**config.mk**
```make
export PLATFORM = sky130hd
export DESIGN_NAME = rholang_load_arbiter
export DESIGN_NICKNAME = d
export VERILOG_FILES = /design/src/rtl/rholang_load_arbiter.sv
export SDC_FILE = /design/constraint.sdc
export NUM_CORES = 1
export LEC_CHECK = 0
export ABC_AREA = 1
export CELL_PAD_IN_SITES_DETAIL_PLACEMENT = 1
export CELL_PAD_IN_SITES_GLOBAL_PLACEMENT = 1
export CORE_MARGIN = 2
export CORE_UTILIZATION = 20
export DETAILED_ROUTE_END_ITERATION = 10
export PLACE_DENSITY_LB_ADDON = 0.1
export SKIP_LAST_GASP = 1
export SYNTH_ARGS = -nofsm -noshare
export SYNTH_HDL_FRONTEND = slang
export SYNTH_SLANG_ARGS = --single-unit
```
**constraint.sdc**
```tcl
create_clock -name clk -period 1.75 [get_ports clk]
set_input_delay 0.525 -clock clk [delete_from_list [all_inputs] [get_ports clk]]
set_output_delay 0.525 -clock clk [all_outputs]
set_load 0.01 [all_outputs]
```
**src/rtl/rholang_load_arbiter.sv**
```systemverilog
// rholang_load_arbiter
// Shares the Rholang core program-load/execute port between NUM_REQ program
// sources. One requester at a time is granted round-robin, its word burst is
// passed straight through to the core, an optional start pulse follows, and
// the core is held until execution_done before the next grant.
// Optional RUN-state watchdog: compile with RHO_ARB_TIMEOUT_EN defined.
module rholang_load_arbiter #(
   parameter int NUM_REQ   = 2,
   parameter int MAX_BURST = 1024,
   parameter int TIMEOUT   = 65536
) (
   input  logic                   clk,
   input  logic                   reset_n,
   input  logic [NUM_REQ-1:0]     req_valid,
   input  logic [32*NUM_REQ-1:0]  req_data,
   input  logic [NUM_REQ-1:0]     req_last,
   input  logic [NUM_REQ-1:0]     req_start,
   output logic [NUM_REQ-1:0]     req_ready,
   output logic [31:0]            program_data,
   output logic                   program_valid,
   input  logic                   program_ready,
   output logic                   start_execution,
   input  logic                   execution_done,
   output logic [2:0]             grant_id,
   output logic                   busy,
   output logic                   err_overflow,
   output logic                   err_timeout,
   input  logic                   err_clear
);

   localparam int CNT_W = $clog2(MAX_BURST) + 1;
`ifdef RHO_ARB_TIMEOUT_EN
   localparam int TO_W  = $clog2(TIMEOUT);
`endif

   if (NUM_REQ < 2 || NUM_REQ > 8 || MAX_BURST < 1 || TIMEOUT < 2) begin : g_param_check
      $error("rholang_load_arbiter: parameter out of range");
   end

   typedef enum logic [1:0] {
      S_IDLE,
      S_STREAM,
      S_START,
      S_RUN
   } state_e;

   state_e             state_q;
   logic [2:0]         grant_q;
   logic [2:0]         last_grant_q;
   logic [CNT_W-1:0]   count_q;
   logic               start_q;
   logic               busy_q;
   logic               err_ov_q;
   logic [1:0]         rst_sync_q;
   logic               rst_n;

   logic [2:0]         grant_d;
   logic               pick_found;
   logic               g_valid;
   logic               g_last;
   logic               g_start;
   logic [31:0]        g_data;
   logic               xfer;
   logic [CNT_W-1:0]   count_inc;
   logic               ov_hit;
   logic               to_hit;

   // Reset synchronizer: assertion reaches every flop at once, release is aligned to clk.
   // NOTE: the async reset is released through two flops so no state flop sees reset
   // removal close to a clock edge.
   always_ff @(posedge clk or negedge reset_n) begin
      if (!reset_n) rst_sync_q <= 2'b00;
      else          rst_sync_q <= {rst_sync_q[0], 1'b1};
   end

   assign rst_n = rst_sync_q[1];

   // Round-robin pick: first requesting index after the last grant, wrapping.
   // NOTE: every variable written here gets a default first so no latch is inferred.
   always_comb begin
      pick_found = 1'b0;
      grant_d    = grant_q;
      for (int k = 1; k <= NUM_REQ; k++) begin
         for (int j = 0; j < NUM_REQ; j++) begin
            if (!pick_found && req_valid[j] &&
                (((int'(last_grant_q) + k) % NUM_REQ) == j)) begin
               pick_found = 1'b1;
               grant_d    = 3'(j);
            end
         end
      end
   end

   // Select the granted requester's word and sideband bits.
   always_comb begin
      g_valid = 1'b0;
      g_last  = 1'b0;
      g_start = 1'b0;
      g_data  = '0;
      for (int j = 0; j < NUM_REQ; j++) begin
         if (grant_q == 3'(j)) begin
            g_valid = req_valid[j];
            g_last  = req_last[j];
            g_start = req_start[j];
            g_data  = req_data[32*j +: 32];
         end
      end
   end

   // Zero-latency pass-through to the core while streaming; ready only to the granted source.
   always_comb begin
      req_ready = '0;
      for (int j = 0; j < NUM_REQ; j++) begin
         req_ready[j] = (state_q == S_STREAM) && (grant_q == 3'(j)) && program_ready;
      end
   end

   assign program_valid = (state_q == S_STREAM) && g_valid;
   assign program_data  = (state_q == S_STREAM) ? g_data : 32'h0;
   assign xfer          = program_valid && program_ready;
   assign count_inc     = count_q + CNT_W'(1);
   assign ov_hit        = xfer && !g_last && (count_inc == CNT_W'(MAX_BURST));

`ifdef RHO_ARB_TIMEOUT_EN
   logic [TO_W-1:0] run_cnt_q;
   logic            err_to_q;

   assign to_hit = (state_q == S_RUN) && !execution_done &&
                   (run_cnt_q == TO_W'(TIMEOUT - 1));
`else
   assign to_hit = 1'b0;
`endif

   // Main control FSM with registered start pulse and busy flag.
   // NOTE: sequential state uses non-blocking assignments so every flop samples
   // pre-edge values regardless of statement order.
   always_ff @(posedge clk or negedge rst_n) begin
      if (!rst_n) begin
         state_q      <= S_IDLE;
         grant_q      <= 3'd0;
         last_grant_q <= 3'(NUM_REQ - 1);
         count_q      <= '0;
         start_q      <= 1'b0;
         busy_q       <= 1'b0;
`ifdef RHO_ARB_TIMEOUT_EN
         run_cnt_q    <= '0;
`endif
      end else begin
         start_q <= 1'b0;
         case (state_q)
            S_IDLE: begin
               if (pick_found) begin
                  grant_q <= grant_d;
                  count_q <= '0;
                  busy_q  <= 1'b1;
                  state_q <= S_STREAM;
               end
            end
            S_STREAM: begin
               if (xfer) begin
                  if (g_last) begin
                     last_grant_q <= grant_q;
                     if (g_start) begin
                        start_q <= 1'b1;
                        state_q <= S_START;
                     end else begin
                        busy_q  <= 1'b0;
                        state_q <= S_IDLE;
                     end
                  end else if (ov_hit) begin
                     // Burst cut short; the rest of the words wait for a fresh grant.
                     last_grant_q <= grant_q;
                     busy_q       <= 1'b0;
                     state_q      <= S_IDLE;
                  end else begin
                     count_q <= count_inc;
                  end
               end
            end
            S_START: begin
`ifdef RHO_ARB_TIMEOUT_EN
               run_cnt_q <= '0;
`endif
               state_q <= S_RUN;
            end
            S_RUN: begin
               if (execution_done || to_hit) begin
                  busy_q  <= 1'b0;
                  state_q <= S_IDLE;
               end
`ifdef RHO_ARB_TIMEOUT_EN
               else begin
                  run_cnt_q <= run_cnt_q + TO_W'(1);
               end
`endif
            end
            default: begin
               busy_q  <= 1'b0;
               state_q <= S_IDLE;
            end
         endcase
      end
   end

   // Sticky error flags; a set in the same cycle as err_clear wins.
   always_ff @(posedge clk or negedge rst_n) begin
      if (!rst_n) begin
         err_ov_q <= 1'b0;
`ifdef RHO_ARB_TIMEOUT_EN
         err_to_q <= 1'b0;
`endif
      end else begin
         if (ov_hit)         err_ov_q <= 1'b1;
         else if (err_clear) err_ov_q <= 1'b0;
`ifdef RHO_ARB_TIMEOUT_EN
         if (to_hit)         err_to_q <= 1'b1;
         else if (err_clear) err_to_q <= 1'b0;
`endif
      end
   end

   assign grant_id        = grant_q;
   assign busy            = busy_q;
   assign start_execution = start_q;
   assign err_overflow    = err_ov_q;
`ifdef RHO_ARB_TIMEOUT_EN
   assign err_timeout     = err_to_q;
`else
   assign err_timeout     = 1'b0;
`endif

endmodule

```
Word-level counts from Yosys, hierarchy flattened
Cells that the tools add are included.
{"block": "classes", "reduce_logical": 33, "muxes": 44, "n_eq_ne": 14, "bitwise_logic": 2, "n_addsub": 3}
{"cell": "2-to-1 mux 32 bit", "n": 3}
{"cell": "logical NOT 32 bit", "n": 2}
{"cell": "2-to-1 mux 11 bit", "n": 4}
{"cell": "2-to-1 mux 1 bit", "n": 24}
{"cell": "one-hot mux 11 bit (2 select lines)", "n": 1}
{"cell": "logical AND 1 bit", "n": 15}
{"cell": "2-to-1 mux 2 bit", "n": 6}
{"cell": "2-to-1 mux 3 bit", "n": 4}
{"cell": "adder 11 x 1 -> 11 bit, second input constant", "n": 1}
{"cell": "equality test 11 bit, second input constant", "n": 1}
{"cell": "inequality test 2 bit, second input constant", "n": 5}
{"cell": "equality test 2 bit, second input constant", "n": 4}
{"cell": "one-hot mux 2 bit (4 select lines)", "n": 1}
{"cell": "inequality test 3 bit, second input constant", "n": 2}
{"cell": "AND reduction 3 bit", "n": 2}
{"cell": "AND reduction 6 bit", "n": 1}
{"cell": "nonzero test 2 bit", "n": 3}
{"cell": "AND reduction 5 bit", "n": 1}
{"cell": "logical NOT 1 bit", "n": 4}
{"cell": "AND reduction 4 bit", "n": 1}
{"cell": "nonzero test 4 bit", "n": 1}
{"cell": "equality test 3 x 1 -> 1 bit, second input constant", "n": 1}
{"cell": "logical NOT 3 bit", "n": 1}
{"cell": "one-hot mux 1 bit (3 select lines)", "n": 1}
{"cell": "other kinds (5)", "n": 7}
{"block": "totals", "reg_bits": 22, "output_inout_bits": 42, "in_bits": 75, "elab_cells": 104}

Longest topological paths before layout
{"block": "logic_depth", "ltp_word": 19, "ltp_mapped": 14, "mapped_depth_nobuf": 14}

Worst setup path after synthesis
Ideal clock, no wire load.
{"block": "synth_timing", "path_type": "register to output", "start": "register with a tool-made name", "end": "output req_ready[1]", "path_slack_ns": -0.028, "path_stages_with_launch": 7, "arrival_time_ns": 1.253, "n_path_buf": 1, "required_ns": 1.225, "path_cell_list": "dfrtp_1 > nor2_4 > inv_2 > nor2_8 > clkbuf_1 > inv_1 > nor2_1"}
{"element": "end: declaration", "line": "18", "rtl": "output logic [NUM_REQ-1:0] req_ready,"}

==> summary.json <==
{
  "synthesis": {
    "synth.cell_area_um2": 1561,
    "synth-warning-count": 0,
    "synth_area_leader_cell": "dfrtp_1",
    "post-synth-top-count-cell": "nand2_1",
    "synth_cell_types": 27,
    "synth-edff-count": 0,
    "cells_taking_the_most_area_after_synthesis": "dfrtp_1, a22o_1, nand2_1",
    "post_synth.cell_area_avg_um2": 7.297,
    "post_synthesis_cell_count": 214,
    "share_of_the_yosys_chip_area_belonging_to_registers_pct": 32.13,
    "synth_flop_cell": "dfrtp_1",
    "most_numerous_cell_types_in_the_synthesized_netlist": "nand2_1, a22o_1, inv_1, nand3_1, dfrtp_1",
    "synth-seq-cells": 20,
    "yosys.area.top_type_share_pct": 30.45,
    "synth-async-reset-ratio_pct": 100.0
  },
  "power_and_ir_drop": {
    "switching_share_pct": 41.73,
    "power_frac_clock_pct": 6.8,
    "pwr_density_cell_nw_per_um2": 1483,
    "total_power_consumption_mw": 5.340,
    "leakage_nw": 1.636,
    "seq_power_share_pct": 12.8,
    "net-switching-power_mw": 2.229,
    "comb_power_share_pct": 80.4,
    "internal_power_mw": 3.111,
    "ir_drop_uv": 734.1
  },
  "drt": {
    "dr_total_vias": 2162,
    "remaining_drc_errors": 0,
    "route.detailed.wl_per_inst_um": 16.04,
    "via_per_inst": 4.467,
    "antenna_left": 0,
    "drtIter0Drc": 27,
    "wirelength_um": 7762,
    "detailedRoute.firstPassIterationCount": 4
  },
  "sta": {
    "timing.final.crit_share_pct": 118.5,
    "report.final.slew_viol_count": 0,
    "max_clock_freq_ghz": 0.4822,
    "setup-violations-final": 51,
    "worst_hold_slack_ps": 145.7,
    "fin_ws_ps": -323.9,
    "period_minus_slack_ps": 2074,
    "worst_clock_skew_ps": 10.74,
    "rsz0062_at_grt": "true",
    "timing.final.hold_violations": 0
  },
  "die": {
    "die_area_um2": 8530,
    "die-height_um": 92.36,
    "core-area_um2": 7647,
    "number_of_top_level_pins": 117,
    "die_x_um": 92.36,
    "starting_density_of_the_core_pct": 20.42,
    "cell_row_count": 32
  },
  "clocking": {
    "h-tree-depth": 1,
    "clock-sinks": 20,
    "cts.reportedPaths.clkPinSlew_ps": 70,
    "cts-root-to-sink-buffers": 2,
    "postCtsHoldBufs": 0,
    "cts-buffers-inserted": 3,
    "cts_tree": "done",
    "root_buffer": "clkbuf_8",
    "insertion_delay_ps": 260
  },
  "run_status": {
    "violations": "setup timing",
    "status": "finished with violations"
  },
  "cells_and_area": {
    "final_core_util_pct": 47.07,
    "finish.cell_count_without_fillers": 484,
    "diodes_inserted": 0,
    "total_number_of_nets_in_the_final_design": 460,
    "area_growth_syn_to_layout_pct": 130.5,
    "drive_above_1_share_pct": 42.41
  },
  "setup_path": {
    "end_kind": "primary output",
    "ff2ff_setup_slack_ps": -270,
    "arrival_ps": 1550,
    "required_ps": 1220,
    "crit_path_max_fanout": 10,
    "worstSetupPathType": "register to primary output",
    "crit_path_start_kind": "register",
    "worstRegToRegCells": 16,
    "worstReg2RegEnd": "count_q[9]",
    "last_element_of_the_critical_path": "program_data[9]"
  },
  "placement": {
    "place_ws_ps": -480.4,
    "port-buffer-count": 113,
    "detailedPlacementHpwl_um": 5503,
    "gp_congestion": 0.7325,
    "number_of_placed_instances_with_taps_included": 456
  },
  "grt": {
    "antenna_found_initial": 0,
    "gr-usage-all-layers_pct": 17.73,
    "grt_pass1_wl_um": 12080,
    "grt_start_max_net_pins": 12,
    "grt-ovfl-total": 0,
    "number_of_global_route_vias_before_repair": 2269
  },
  "min_path": {
    "holdCritPathClass": "register to async pin"
  },
  "job": {
    "maxCapViolCount": 0
  }
}
-- placed cells by master, fill, tap and decap left out, types with 4 or more instances in the layout --
cell type | synthesis | layout
nand3_2 | 1 | 12
nand4_1 | 6 | 6
nor2_4 | 1 | 6
clkbuf_8 | 0 | 4
nand3_1 | 20 | 7
a22o_1 | 32 | 32
clkdlybuf4s15_2 | 0 | 9
clkdlybuf4s50_1 | 0 | 76
nor2_1 | 16 | 11
buf_16 | 0 | 4
conb_1 | 2 | 4
inv_2 | 4 | 5
buf_2 | 0 | 23
nand2_1 | 44 | 33
buf_12 | 0 | 4
dfrtp_1 | 19 | 17
o21ai_2 | 0 | 8
buf_4 | 3 | 36
nand2_2 | 5 | 12
buf_6 | 2 | 19
inv_1 | 25 | 23
-- timing repair --
item | in CTS | in global routing
setup endpoints to repair | 52 | 52
cloned | 6 | 0
setup buffers | 17 | 10
endpoints found under the hold margin | 0 | 0
resized for setup | 181 | 43
pin swaps | 14 | 24
-- stage by stage --
| step | area (um2) | TNS (ps) |
|---|---|---|
| detailed placement | 3084 | -21220 |
| floorplan | 1577 | 0 |
| global route | 3600 | -17870 |
| global placement | 3084 | -20550 |
| finish | 3600 | -12560 |
| CTS | 3513 | -15500 |
-- worst max-delay path, stage by stage, from the launching register on --
cell,delay [ps]
dfrtp_1,410
nor2_4,160
inv_2,80
nor2_8,120
buf_12,140
a22o_1,150
clkdlybuf4s15_2,220
-- registers in the layout, indices dropped and copies added, names as in the netlist, named ones only --
signal and cells:
count_q 11, rst_sync_q 2, busy 1, err_overflow 1, grant_id 1, last_grant_q 1
start_execution 1, state_q 1
-- metal layers --
metal  GRT usage (%)  routed length [um]
met4           1.990                  38
met5               0                   0
met3           4.801                 611
met2           33.52                3999
met1           20.44                3113
-- logic make-up after synthesis --
| family | Yosys count | share of synthesized area [%] |
|---|---|---|
| AND/OR/NAND/NOR | 100 | 30.29 |
| AO/OA/AOI/OAI | 49 | 23.96 |
| adder cells (fa/ha/maj) | 2 | 1.602 |
| other | 2 | 0.4809 |
| buffers and inverters | 41 | 11.54 |
| flip-flops | 20 | 32.13 |
-- how the worst min path moves through the flow --
stage,start,to,slack [ps],depth (start not counted)
2_1_floorplan,rst_sync_q[1],async pin,230,0
3_3_place_gp,rst_sync_q[1],grant_id[0],140,0
3_5_place_dp,rst_sync_q[1],err_overflow,150,0
4_1_cts,rst_sync_q[1],err_overflow,150,0
5_1_grt,rst_sync_q[1],err_overflow,170,0
6_report,rst_sync_q[1],err_overflow,150,0
-- final cells by class --
type | instances | area (um2)
fillers | 898 | 4048
inverters | 29 | 111.4
flip-flops and latches | 20 | 504.2
repair buffers | 174 | 1688
clock buffers | 4 | 55.05
well taps | 102 | 127.6
multi-input cells | 155 | 1114
-- power groups by stage --
stage / clock (mW) / sequential (mW) / combinational, mW
final: 0.363 / 0.685 / 4.29
after global routing: 0.399 / 0.701 / 4.64
after CTS: 0.380 / 0.681 / 4.32
after detailed placement: 0 / 0.673 / 3.47
after global placement: 0 / 0.670 / 3.46
after floorplan: 0 / 0.689 / 1.55
(Power assumes the default switching activity.)
